File: src/rtl/decode_queue.sv
// -----------------------------------------------------------------------------
// decode_queue
//   Buffered instruction decoder between fetch and register-read. Raw
//   instructions (with PC) enter through a valid/ready handshake, wait in a
//   DEPTH-entry FIFO, are decoded at the head and are held in an output
//   register presented with valid/ready. When the FIFO is empty and the output
//   register is free, an incoming instruction goes straight into the output
//   register, so the total capacity is DEPTH+1.
//
//   Optional feature macro: DECODE_ILLEGAL_TRAP_EN
//     defined   : an unrecognised opcode raises out_illegal and halts intake
//                 until flush.
//     undefined : out_illegal is 0 and unrecognised opcodes flow through as
//                 op 000000.
//
// Ports
//   clk, reset            clock, synchronous active-high reset
//   flush                 discard buffered and registered instructions
//   in_valid/in_ready     input handshake
//   in_instr, in_pc       raw instruction and its PC
//   out_valid/out_ready   output handshake
//   out_op                6-bit operation encoding
//   out_rs1/rs2/rd        register indices
//   out_imm, out_use_imm  sign-extended immediate, operand-2-is-immediate
//   out_pc                PC passthrough
//   out_illegal           unrecognised opcode (trap build only)
// -----------------------------------------------------------------------------
module decode_queue #(
    parameter int XLEN  = 32,
    parameter int DEPTH = 4
) (
    input  logic            clk,
    input  logic            reset,
    input  logic            flush,
    input  logic            in_valid,
    output logic            in_ready,
    input  logic [31:0]     in_instr,
    input  logic [XLEN-1:0] in_pc,
    output logic            out_valid,
    input  logic            out_ready,
    output logic [5:0]      out_op,
    output logic [4:0]      out_rs1,
    output logic [4:0]      out_rs2,
    output logic [4:0]      out_rd,
    output logic [XLEN-1:0] out_imm,
    output logic            out_use_imm,
    output logic [XLEN-1:0] out_pc,
    output logic            out_illegal
);

    localparam int AW = $clog2(DEPTH);
    localparam int CW = AW + 1;

    localparam logic [0:0] ST_RUN  = 1'b0;
`ifdef DECODE_ILLEGAL_TRAP_EN
    localparam logic [0:0] ST_HALT = 1'b1;
`endif

    // FIFO storage (small, read combinationally so the head can be decoded
    // in the same cycle it is popped)
    logic [31:0]     instr_mem [DEPTH];
    logic [XLEN-1:0] pc_mem    [DEPTH];

    logic [AW-1:0] wr_ptr_q, wr_ptr_d;
    logic [AW-1:0] rd_ptr_q, rd_ptr_d;
    logic [CW-1:0] count_q, count_d;
    logic [0:0]    state_q, state_d;

    logic            out_valid_q;
    logic [5:0]      out_op_q;
    logic [4:0]      out_rs1_q, out_rs2_q, out_rd_q;
    logic [XLEN-1:0] out_imm_q, out_pc_q;
    logic            out_use_imm_q, out_illegal_q;

    logic push, load_out, bypass, fifo_wr, fifo_rd;
    logic [31:0]     src_instr;
    logic [XLEN-1:0] src_pc;

    assign in_ready = (count_q < CW'(DEPTH)) && (state_q == ST_RUN) && !flush;
    assign push     = in_valid && in_ready;
    assign bypass   = (count_q == '0);
    // The output register takes a new instruction whenever one is available
    // (queued head, or the input itself when the queue is empty) and the
    // register is free or being drained this cycle.
    assign load_out = (!bypass || push) && (!out_valid_q || out_ready) &&
                      (state_q == ST_RUN) && !flush;
    assign fifo_wr  = push && !(bypass && load_out);
    assign fifo_rd  = load_out && !bypass;

    assign src_instr = bypass ? in_instr : instr_mem[rd_ptr_q];
    assign src_pc    = bypass ? in_pc    : pc_mem[rd_ptr_q];

    always_ff @(posedge clk) begin
        if (fifo_wr) begin
            instr_mem[wr_ptr_q] <= in_instr;
            pc_mem[wr_ptr_q]    <= in_pc;
        end
    end

    always_comb begin
        wr_ptr_d = wr_ptr_q + AW'(fifo_wr);
        rd_ptr_d = rd_ptr_q + AW'(fifo_rd);
        count_d  = count_q + CW'(fifo_wr) - CW'(fifo_rd);
    end

    always_ff @(posedge clk) begin
        if (reset || flush) begin
            wr_ptr_q <= '0;
            rd_ptr_q <= '0;
            count_q  <= '0;
        end else begin
            wr_ptr_q <= wr_ptr_d;
            rd_ptr_q <= rd_ptr_d;
            count_q  <= count_d;
        end
    end

    // ---------------- decode of the selected head ----------------
    logic [6:0]      opc;
    logic [2:0]      f3;
    logic [XLEN-1:0] imm_i, imm_s, imm_b, imm_j, imm_u, imm_sh;
    logic [5:0]      dec_op;
    logic [XLEN-1:0] dec_imm;
    logic            dec_use_imm, dec_illegal;

    assign opc   = src_instr[6:0];
    assign f3    = src_instr[14:12];
    assign imm_i = {{(XLEN-12){src_instr[31]}}, src_instr[31:20]};
    assign imm_s = {{(XLEN-12){src_instr[31]}}, src_instr[31:25], src_instr[11:7]};
    assign imm_b = {{(XLEN-13){src_instr[31]}}, src_instr[31], src_instr[7],
                    src_instr[30:25], src_instr[11:8], 1'b0};
    assign imm_j = {{(XLEN-21){src_instr[31]}}, src_instr[31], src_instr[19:12],
                    src_instr[20], src_instr[30:21], 1'b0};
    // bit 31 of the U value is instr[31], so replicating it covers XLEN=32 too
    assign imm_u = {{(XLEN-31){src_instr[31]}}, src_instr[30:12], 12'b0};

    generate
        if (XLEN > 32) begin : g_shamt6
            assign imm_sh = {{(XLEN-6){1'b0}}, src_instr[25:20]};
        end else begin : g_shamt5
            assign imm_sh = {{(XLEN-5){1'b0}}, src_instr[24:20]};
        end
    endgenerate

    always_comb begin
        dec_op      = 6'b000000;
        dec_imm     = '0;
        dec_use_imm = 1'b0;
        dec_illegal = 1'b0;
        if (src_instr == 32'h0) begin
            // all-zero word decodes as the null op
        end else if (opc[4] && !opc[2]) begin
            dec_op[5]   = opc[5];
            dec_op[3]   = 1'b1;
            dec_op[2:0] = f3;
            if (opc[5]) begin
                dec_op[4] = src_instr[30];
            end else if (f3[1:0] == 2'b01) begin
                dec_op[4]   = src_instr[30];
                dec_imm     = imm_sh;
                dec_use_imm = 1'b1;
            end else begin
                dec_imm     = imm_i;
                dec_use_imm = 1'b1;
            end
        end else if (!opc[6] && !opc[4]) begin
            dec_op      = {opc[5], 2'b10, f3};
            dec_imm     = opc[5] ? imm_s : imm_i;
            dec_use_imm = 1'b1;
        end else if (opc == 7'b1100011) begin
            dec_op  = {3'b100, f3};
            dec_imm = imm_b;
        end else if (opc == 7'b1100111) begin
            dec_op      = 6'b000100;
            dec_imm     = imm_i;
            dec_use_imm = 1'b1;
        end else if (opc == 7'b1101111) begin
            dec_op  = 6'b000101;
            dec_imm = imm_j;
        end else if (opc == 7'b0010111 || opc == 7'b0110111) begin
            dec_op      = {3'b000, opc[5:3]};
            dec_imm     = imm_u;
            dec_use_imm = 1'b1;
        end else begin
`ifdef DECODE_ILLEGAL_TRAP_EN
            dec_illegal = 1'b1;
`endif
        end
    end

    // ---------------- run / halt state ----------------
    always_comb begin
        state_d = state_q;
`ifdef DECODE_ILLEGAL_TRAP_EN
        if (flush)
            state_d = ST_RUN;
        else if (load_out && dec_illegal)
            state_d = ST_HALT;
`else
        state_d = ST_RUN;
`endif
    end

    always_ff @(posedge clk) begin
        if (reset)
            state_q <= ST_RUN;
        else
            state_q <= state_d;
    end

    // ---------------- output register ----------------
    always_ff @(posedge clk) begin
        if (reset) begin
            out_valid_q   <= 1'b0;
            out_op_q      <= '0;
            out_rs1_q     <= '0;
            out_rs2_q     <= '0;
            out_rd_q      <= '0;
            out_imm_q     <= '0;
            out_use_imm_q <= 1'b0;
            out_pc_q      <= '0;
            out_illegal_q <= 1'b0;
        end else if (flush) begin
            out_valid_q <= 1'b0;
        end else if (load_out) begin
            out_valid_q   <= 1'b1;
            out_op_q      <= dec_op;
            out_rs1_q     <= src_instr[19:15];
            out_rs2_q     <= src_instr[24:20];
            out_rd_q      <= src_instr[11:7];
            out_imm_q     <= dec_imm;
            out_use_imm_q <= dec_use_imm;
            out_pc_q      <= src_pc;
            out_illegal_q <= dec_illegal;
        end else if (out_ready) begin
            out_valid_q <= 1'b0;
        end
    end

    assign out_valid   = out_valid_q;
    assign out_op      = out_op_q;
    assign out_rs1     = out_rs1_q;
    assign out_rs2     = out_rs2_q;
    assign out_rd      = out_rd_q;
    assign out_imm     = out_imm_q;
    assign out_use_imm = out_use_imm_q;
    assign out_pc      = out_pc_q;
    assign out_illegal = out_illegal_q;

endmodule

File: config.mk
export PLATFORM = sky130hd
export DESIGN_NAME = decode_queue
export DESIGN_NICKNAME = d
export VERILOG_FILES = /design/src/rtl/decode_queue.sv
export SDC_FILE = /design/constraint.sdc
export NUM_CORES = 1
export LEC_CHECK = 0
export ABC_AREA = 1
export CAP_MARGIN = 20
export CORE_MARGIN = 5
export CORE_UTILIZATION = 55
export DETAILED_ROUTE_END_ITERATION = 10
export PLACE_DENSITY = 0.89
export REMOVE_ABC_BUFFERS = 1
export SYNTH_ARGS = -nofsm -noshare
export SYNTH_HDL_FRONTEND = slang
export SYNTH_SLANG_ARGS = --single-unit
export TNS_END_PERCENT = 30
File: constraint.sdc
create_clock -name clk -period 22.2 [get_ports clk]
set_input_delay 4.44 -clock clk [delete_from_list [all_inputs] [get_ports clk]]
set_output_delay 4.44 -clock clk [all_outputs]
set_load 0.005 [all_outputs]
==> flow_summary.html <==
<table>
<tr><th>Metric</th><th>Value</th></tr>
<tr><th colspan="2">Clock network</th></tr>
<tr><td>TritonCTS clock tree</td><td>done</td></tr>
<tr><td>Clock buffer depth</td><td>3</td></tr>
<tr><td>Number of setup buffers added after CTS</td><td>0</td></tr>
<tr><td>Count of cells resized by post-cts repair</td><td>0</td></tr>
<tr><td>Total clock sinks</td><td>350</td></tr>
<tr><td>CTS clk-pin slew, worst paths</td><td>60 ps</td></tr>
<tr><td>Post-CTS Hold Fix Bufs</td><td>0</td></tr>
<tr><td>Root Buffer Master</td><td>sky130_fd_sc_hd__clkbuf_16</td></tr>
<tr><td>Number of clock buffers inserted by TritonCTS</td><td>36</td></tr>
<tr><td>H-Tree Depth</td><td>2</td></tr>
<tr><td>Skew-Pair Late Insertion Delay</td><td>520 ps</td></tr>
<tr><th colspan="2">Timing</th></tr>
<tr><td>Number of pins with negative max-slew slack in the final report</td><td>0</td></tr>
<tr><td>Final worst path period need</td><td>10,020 ps</td></tr>
<tr><td>Highest attainable clock frequency</td><td>0.0998 GHz</td></tr>
<tr><td>Final number of setup-violating endpoints</td><td>0</td></tr>
<tr><td>Slew at the pin with the worst max-slew slack</td><td>1030 ps</td></tr>
<tr><td>Share of the clock period used by the worst path</td><td>0.451</td></tr>
<tr><td>Worst max-slew margin expressed relative to the limit</td><td>0.315</td></tr>
<tr><td>Fin. Hold Viols</td><td>0</td></tr>
<tr><td>Unrepaired setup endpoints after global routing</td><td>false</td></tr>
<tr><td>Fin Clk Skew</td><td>13.7 ps</td></tr>
<tr><td>Sum Neg Setup Slack</td><td>0 ps</td></tr>
<tr><th colspan="2">Worst setup path</th></tr>
<tr><td>CP Data Arrival Time</td><td>5580 ps</td></tr>
<tr><td>Delay of the slowest cell on the worst path</td><td>530 ps</td></tr>
<tr><td>Critical path buffers and inverters</td><td>2</td></tr>
<tr><td>Critical R2R Capture</td><td>instr_mem[3][23]$_DFFE_PP_</td></tr>
<tr><td>Max Fanout on Critical Path</td><td>3</td></tr>
<tr><td>Type of element capturing the critical path</td><td>primary output</td></tr>
<tr><td>Start of the worst register-to-register path</td><td>count_q[2]$_SDFF_PP0_</td></tr>
<tr><td>Critical-path cell list</td><td>clkdlybuf4s50_1, nor2_1, clkdlybuf4s50_1</td></tr>
<tr><td>Critical path data required time</td><td>17,760 ps</td></tr>
<tr><td>Setup CP Type</td><td>input pin to primary output</td></tr>
<tr><td>Kind of start point of the critical path</td><td>input pin</td></tr>
<tr><td>Flop2flop setup slack</td><td>17,900 ps</td></tr>
<tr><td>Reg2Reg Depth</td><td>10</td></tr>
<tr><td>Cell seen most often among critical-path stages</td><td>sky130_fd_sc_hd__clkdlybuf4s50_1</td></tr>
<tr><td>Family of cells with the greatest summed delay on the critical path</td><td>buffers and inverters</td></tr>
<tr><td>Slowest library cell on the worst path</td><td>sky130_fd_sc_hd__clkdlybuf4s50_1</td></tr>
<tr><th colspan="2">Worst hold path</th></tr>
<tr><td>Hold_sp</td><td>out_imm[26]$_SDFFE_PP0P_</td></tr>
<tr><td>WHS Endpoint</td><td>out_imm[26]$_SDFFE_PP0P_</td></tr>
<tr><td>Tightest Hold Check Type</td><td>flop to flop</td></tr>
<tr><td>Worst Hold Path Cells</td><td>2</td></tr>
<tr><th colspan="2">Logic synthesis</th></tr>
<tr><td>Post-synth EDFFs</td><td>256</td></tr>
<tr><td>Dominant cell by count in the synthesized netlist</td><td>sky130_fd_sc_hd__nand2_1</td></tr>
<tr><td>Post-synthesis cell type with the largest combined area</td><td>sky130_fd_sc_hd__edfxtp_1</td></tr>
<tr><td>Gate count after technology mapping</td><td>1,590</td></tr>
<tr><td>Sequential share of the synthesized area</td><td>0.636</td></tr>
<tr><td>Synthesized cell area</td><td>0.0151 mm²</td></tr>
<tr><td>Async SR Flop Fraction</td><td>0</td></tr>
<tr><td>Cell types with the largest area share after synthesis</td><td>sky130_fd_sc_hd__edfxtp_1, sky130_fd_sc_hd__dfxtp_1, sky130_fd_sc_hd__nand2_1, sky130_fd_sc_hd__nand3_1, sky130_fd_sc_hd__inv_1</td></tr>
<tr><td>Top cells by instance count after synthesis</td><td>sky130_fd_sc_hd__nand2_1, sky130_fd_sc_hd__edfxtp_1, sky130_fd_sc_hd__nand3_1</td></tr>
<tr><td>Synth warn</td><td>0</td></tr>
<tr><td>Share of the synthesized area in the top cell type</td><td>0.511</td></tr>
<tr><td>Number of synthesized register bits</td><td>350</td></tr>
<tr><td>Avg Cell Area, Syn</td><td>9.47 µm²</td></tr>
<tr><td>Unique cell type count in the Yosys netlist</td><td>37</td></tr>
<tr><td>Primary FF master, synth</td><td>sky130_fd_sc_hd__edfxtp_1</td></tr>
<tr><th colspan="2">Die</th></tr>
<tr><td>Number of standard-cell rows in the floorplan</td><td>60</td></tr>
<tr><td>Die Span Y</td><td>175 µm</td></tr>
<tr><td>Die span in x</td><td>175 µm</td></tr>
<tr><td>Total die area</td><td>0.0308 mm²</td></tr>
<tr><td>Area of the core</td><td>0.0270 mm²</td></tr>
<tr><td>Top-level I/O count</td><td>158</td></tr>
<tr><td>Starting density of the core</td><td>0.559</td></tr>
<tr><th colspan="2">Cells and area</th></tr>
<tr><td>Area used by multi-input combinational logic</td><td>0.00454 mm²</td></tr>
<tr><td>Finished layout cell area</td><td>0.0180 mm²</td></tr>
<tr><td>Number of nets in the layout</td><td>1,788</td></tr>
<tr><td>Register area</td><td>0.00957 mm²</td></tr>
<tr><td>Fraction of final layout cells with drive strength greater than 1</td><td>0.0764</td></tr>
<tr><td>Area added between synthesis and finish</td><td>19.3%</td></tr>
<tr><td>Layout fillers</td><td>1,904</td></tr>
<tr><th colspan="2">Placement</th></tr>
<tr><td>Final weighted congestion in routability-driven placement</td><td>0.923</td></tr>
<tr><td>Input/output buffers</td><td>156</td></tr>
<tr><td>Cell area after placement</td><td>0.0168 mm²</td></tr>
<tr><td>Total half-perimeter wirelength after legalization and detailed placement</td><td>22,300 µm</td></tr>
<tr><th colspan="2">Drt</th></tr>
<tr><td>Initial DRT Pass Iterations</td><td>6</td></tr>
<tr><td>Via/cell ratio</td><td>5.67</td></tr>
<tr><td>Routed Wire Length</td><td>38,200 µm</td></tr>
<tr><td>Post-detailed-route count of antenna-violating nets</td><td>0</td></tr>
<tr><td>Average detailed-routed wire length per instance</td><td>18.4 µm</td></tr>
<tr><td>DRC violation count after routing</td><td>0</td></tr>
<tr><td>Number of DRC markers after the initial detailed-route iteration</td><td>1,360</td></tr>
<tr><td>Total vias in the final route</td><td>11.8k</td></tr>
<tr><th colspan="2">Global routing</th></tr>
<tr><td>Overall track demand over capacity in global routing</td><td>0.242</td></tr>
<tr><td>Vias in the first global route</td><td>11.7k</td></tr>
<tr><td>Global-route congestion overflow total</td><td>0</td></tr>
<tr><td>Largest net degree at the start of global routing</td><td>95</td></tr>
<tr><td>Antenna violations before repair</td><td>4</td></tr>
<tr><td>Wire length of the first global-routing pass</td><td>60,000 µm</td></tr>
<tr><th colspan="2">Power</th></tr>
<tr><td>Leakage Power</td><td>7.20 nW</td></tr>
<tr><td>Power density cells</td><td>80.2 mW/mm²</td></tr>
<tr><td>Maximum vdd drop</td><td>0.0637 mV</td></tr>
<tr><td>Power spent charging and discharging nets</td><td>0.328 mW</td></tr>
<tr><td>Total design power</td><td>1.44 mW</td></tr>
<tr><td>Part of the total power dissipated in the clock network</td><td>0.410</td></tr>
<tr><td>Comb power frac</td><td>0.087</td></tr>
<tr><td>Net Sw Frac</td><td>0.228</td></tr>
<tr><td>Reg power frac</td><td>0.503</td></tr>
<tr><td>Internal power component</td><td>1.11 mW</td></tr>
<tr><th colspan="2">Run status</th></tr>
<tr><td>Status</td><td>completed</td></tr>
<tr><th colspan="2">Flow run</th></tr>
<tr><td>Count of maximum capacitance violations</td><td>0</td></tr>
</table>
## worst register-to-register path: stages, from the launching register on
cell,delay [ps]
sky130_fd_sc_hd__dfxtp_1,350
sky130_fd_sc_hd__nor2_4,150
sky130_fd_sc_hd__nand2_2,50
sky130_fd_sc_hd__buf_4,340
sky130_fd_sc_hd__o21ai_4,220
sky130_fd_sc_hd__buf_4,750
sky130_fd_sc_hd__inv_2,80
sky130_fd_sc_hd__nand2_1,90
sky130_fd_sc_hd__nand2_1,230
sky130_fd_sc_hd__nor3_2,790
sky130_fd_sc_hd__buf_4,860
## flip-flops by register name (all words and copies together), names as in the netlist, 5 cells and up
register / count
out_rs2: 5
out_rs1: 5
out_op: 6
out_imm: 32
out_pc: 32
instr_mem: 128
pc_mem: 128
out_rd: 5
## per-stage QoR
| stage | hold WS, ps | utilization | instances | setup WS (ps) |
|---|---|---|---|---|
| global route | 484 | 0.666 | 2082 | 12130 |
| detailed placement | 459 | 0.623 | 2017 | 12180 |
| floorplan | 456 | - | 1505 | 10160 |
| finish | 468 | 0.666 | 2082 | 12180 |
| global placement | 453 | 0.623 | 2017 | 12190 |
| CTS | 470 | 0.666 | 2081 | 12170 |
## layout make-up
class                   instances  area share
flip-flops and latches        350       0.533
multi-input cells            1000       0.253
repair buffers                171      0.0932
clock buffers                  50      0.0564
inverters                     155      0.0325
well taps                     341      0.0238
clock inverters                14     0.00815
diodes                          1    0.000139
## how the worst max path moves through the flow
stage / startpoint / endpoint / cells after the start / slack [ps]
5_1_grt: flush / in_ready / 3 / 12130
3_3_place_gp: flush / in_ready / 3 / 12190
6_report: flush / in_ready / 3 / 12180
2_1_floorplan: flush / instr_mem[0][0]$_DFFE_PP_ / 8 / 10160
3_5_place_dp: flush / in_ready / 3 / 12180
4_1_cts: flush / in_ready / 3 / 12170
## per-layer routing
metal,up-vias,wire [µm],track usage
li1,5494,-,-
met1,5590,14800,0.309
met2,590,18600,0.413
met3,117,3440,0.0529
met4,6,1290,0.0848
met5,-,40,0
## kinds of logic (layout without fill, tap and decap cells)
group | Yosys count | in the layout | synth area share
AOI/OAI and AO/OA | 194 | 194 | 0.0691
xor gates and xnor gates | 2 | 2 | 0.00116
adders and majority gates | 5 | 5 | 0.00465
buffers and inverters | 240 | 390 | 0.0650
DFF | 350 | 350 | 0.636
other | 1 | 2 | 0.000249
and+or+nand+nor | 798 | 798 | 0.224
## power by group through the flow
stage	combinational (mW)	clock, mW	sequential, mW
after CTS	0.125	0.598	0.725
after floorplan	0.0610	0	0.740
after global placement	0.119	0	0.738
after global routing	0.138	0.624	0.726
after detailed placement	0.123	0	0.739
final	0.126	0.590	0.725
## placed cells by master (no fill, tap or decap), types with 36 or more instances in the layout
cell type,n
sky130_fd_sc_hd__clkdlybuf4s50_1,156
sky130_fd_sc_hd__nand3_1,162
sky130_fd_sc_hd__dfxtp_1,92
sky130_fd_sc_hd__edfxtp_1,256
sky130_fd_sc_hd__o21ai_0,97
sky130_fd_sc_hd__a21oi_1,53
sky130_fd_sc_hd__inv_1,146
sky130_fd_sc_hd__nand2_1,466
sky130_fd_sc_hd__clkbuf_16,36
sky130_fd_sc_hd__nor2_1,107
Power figures use the tool's default switching activity.
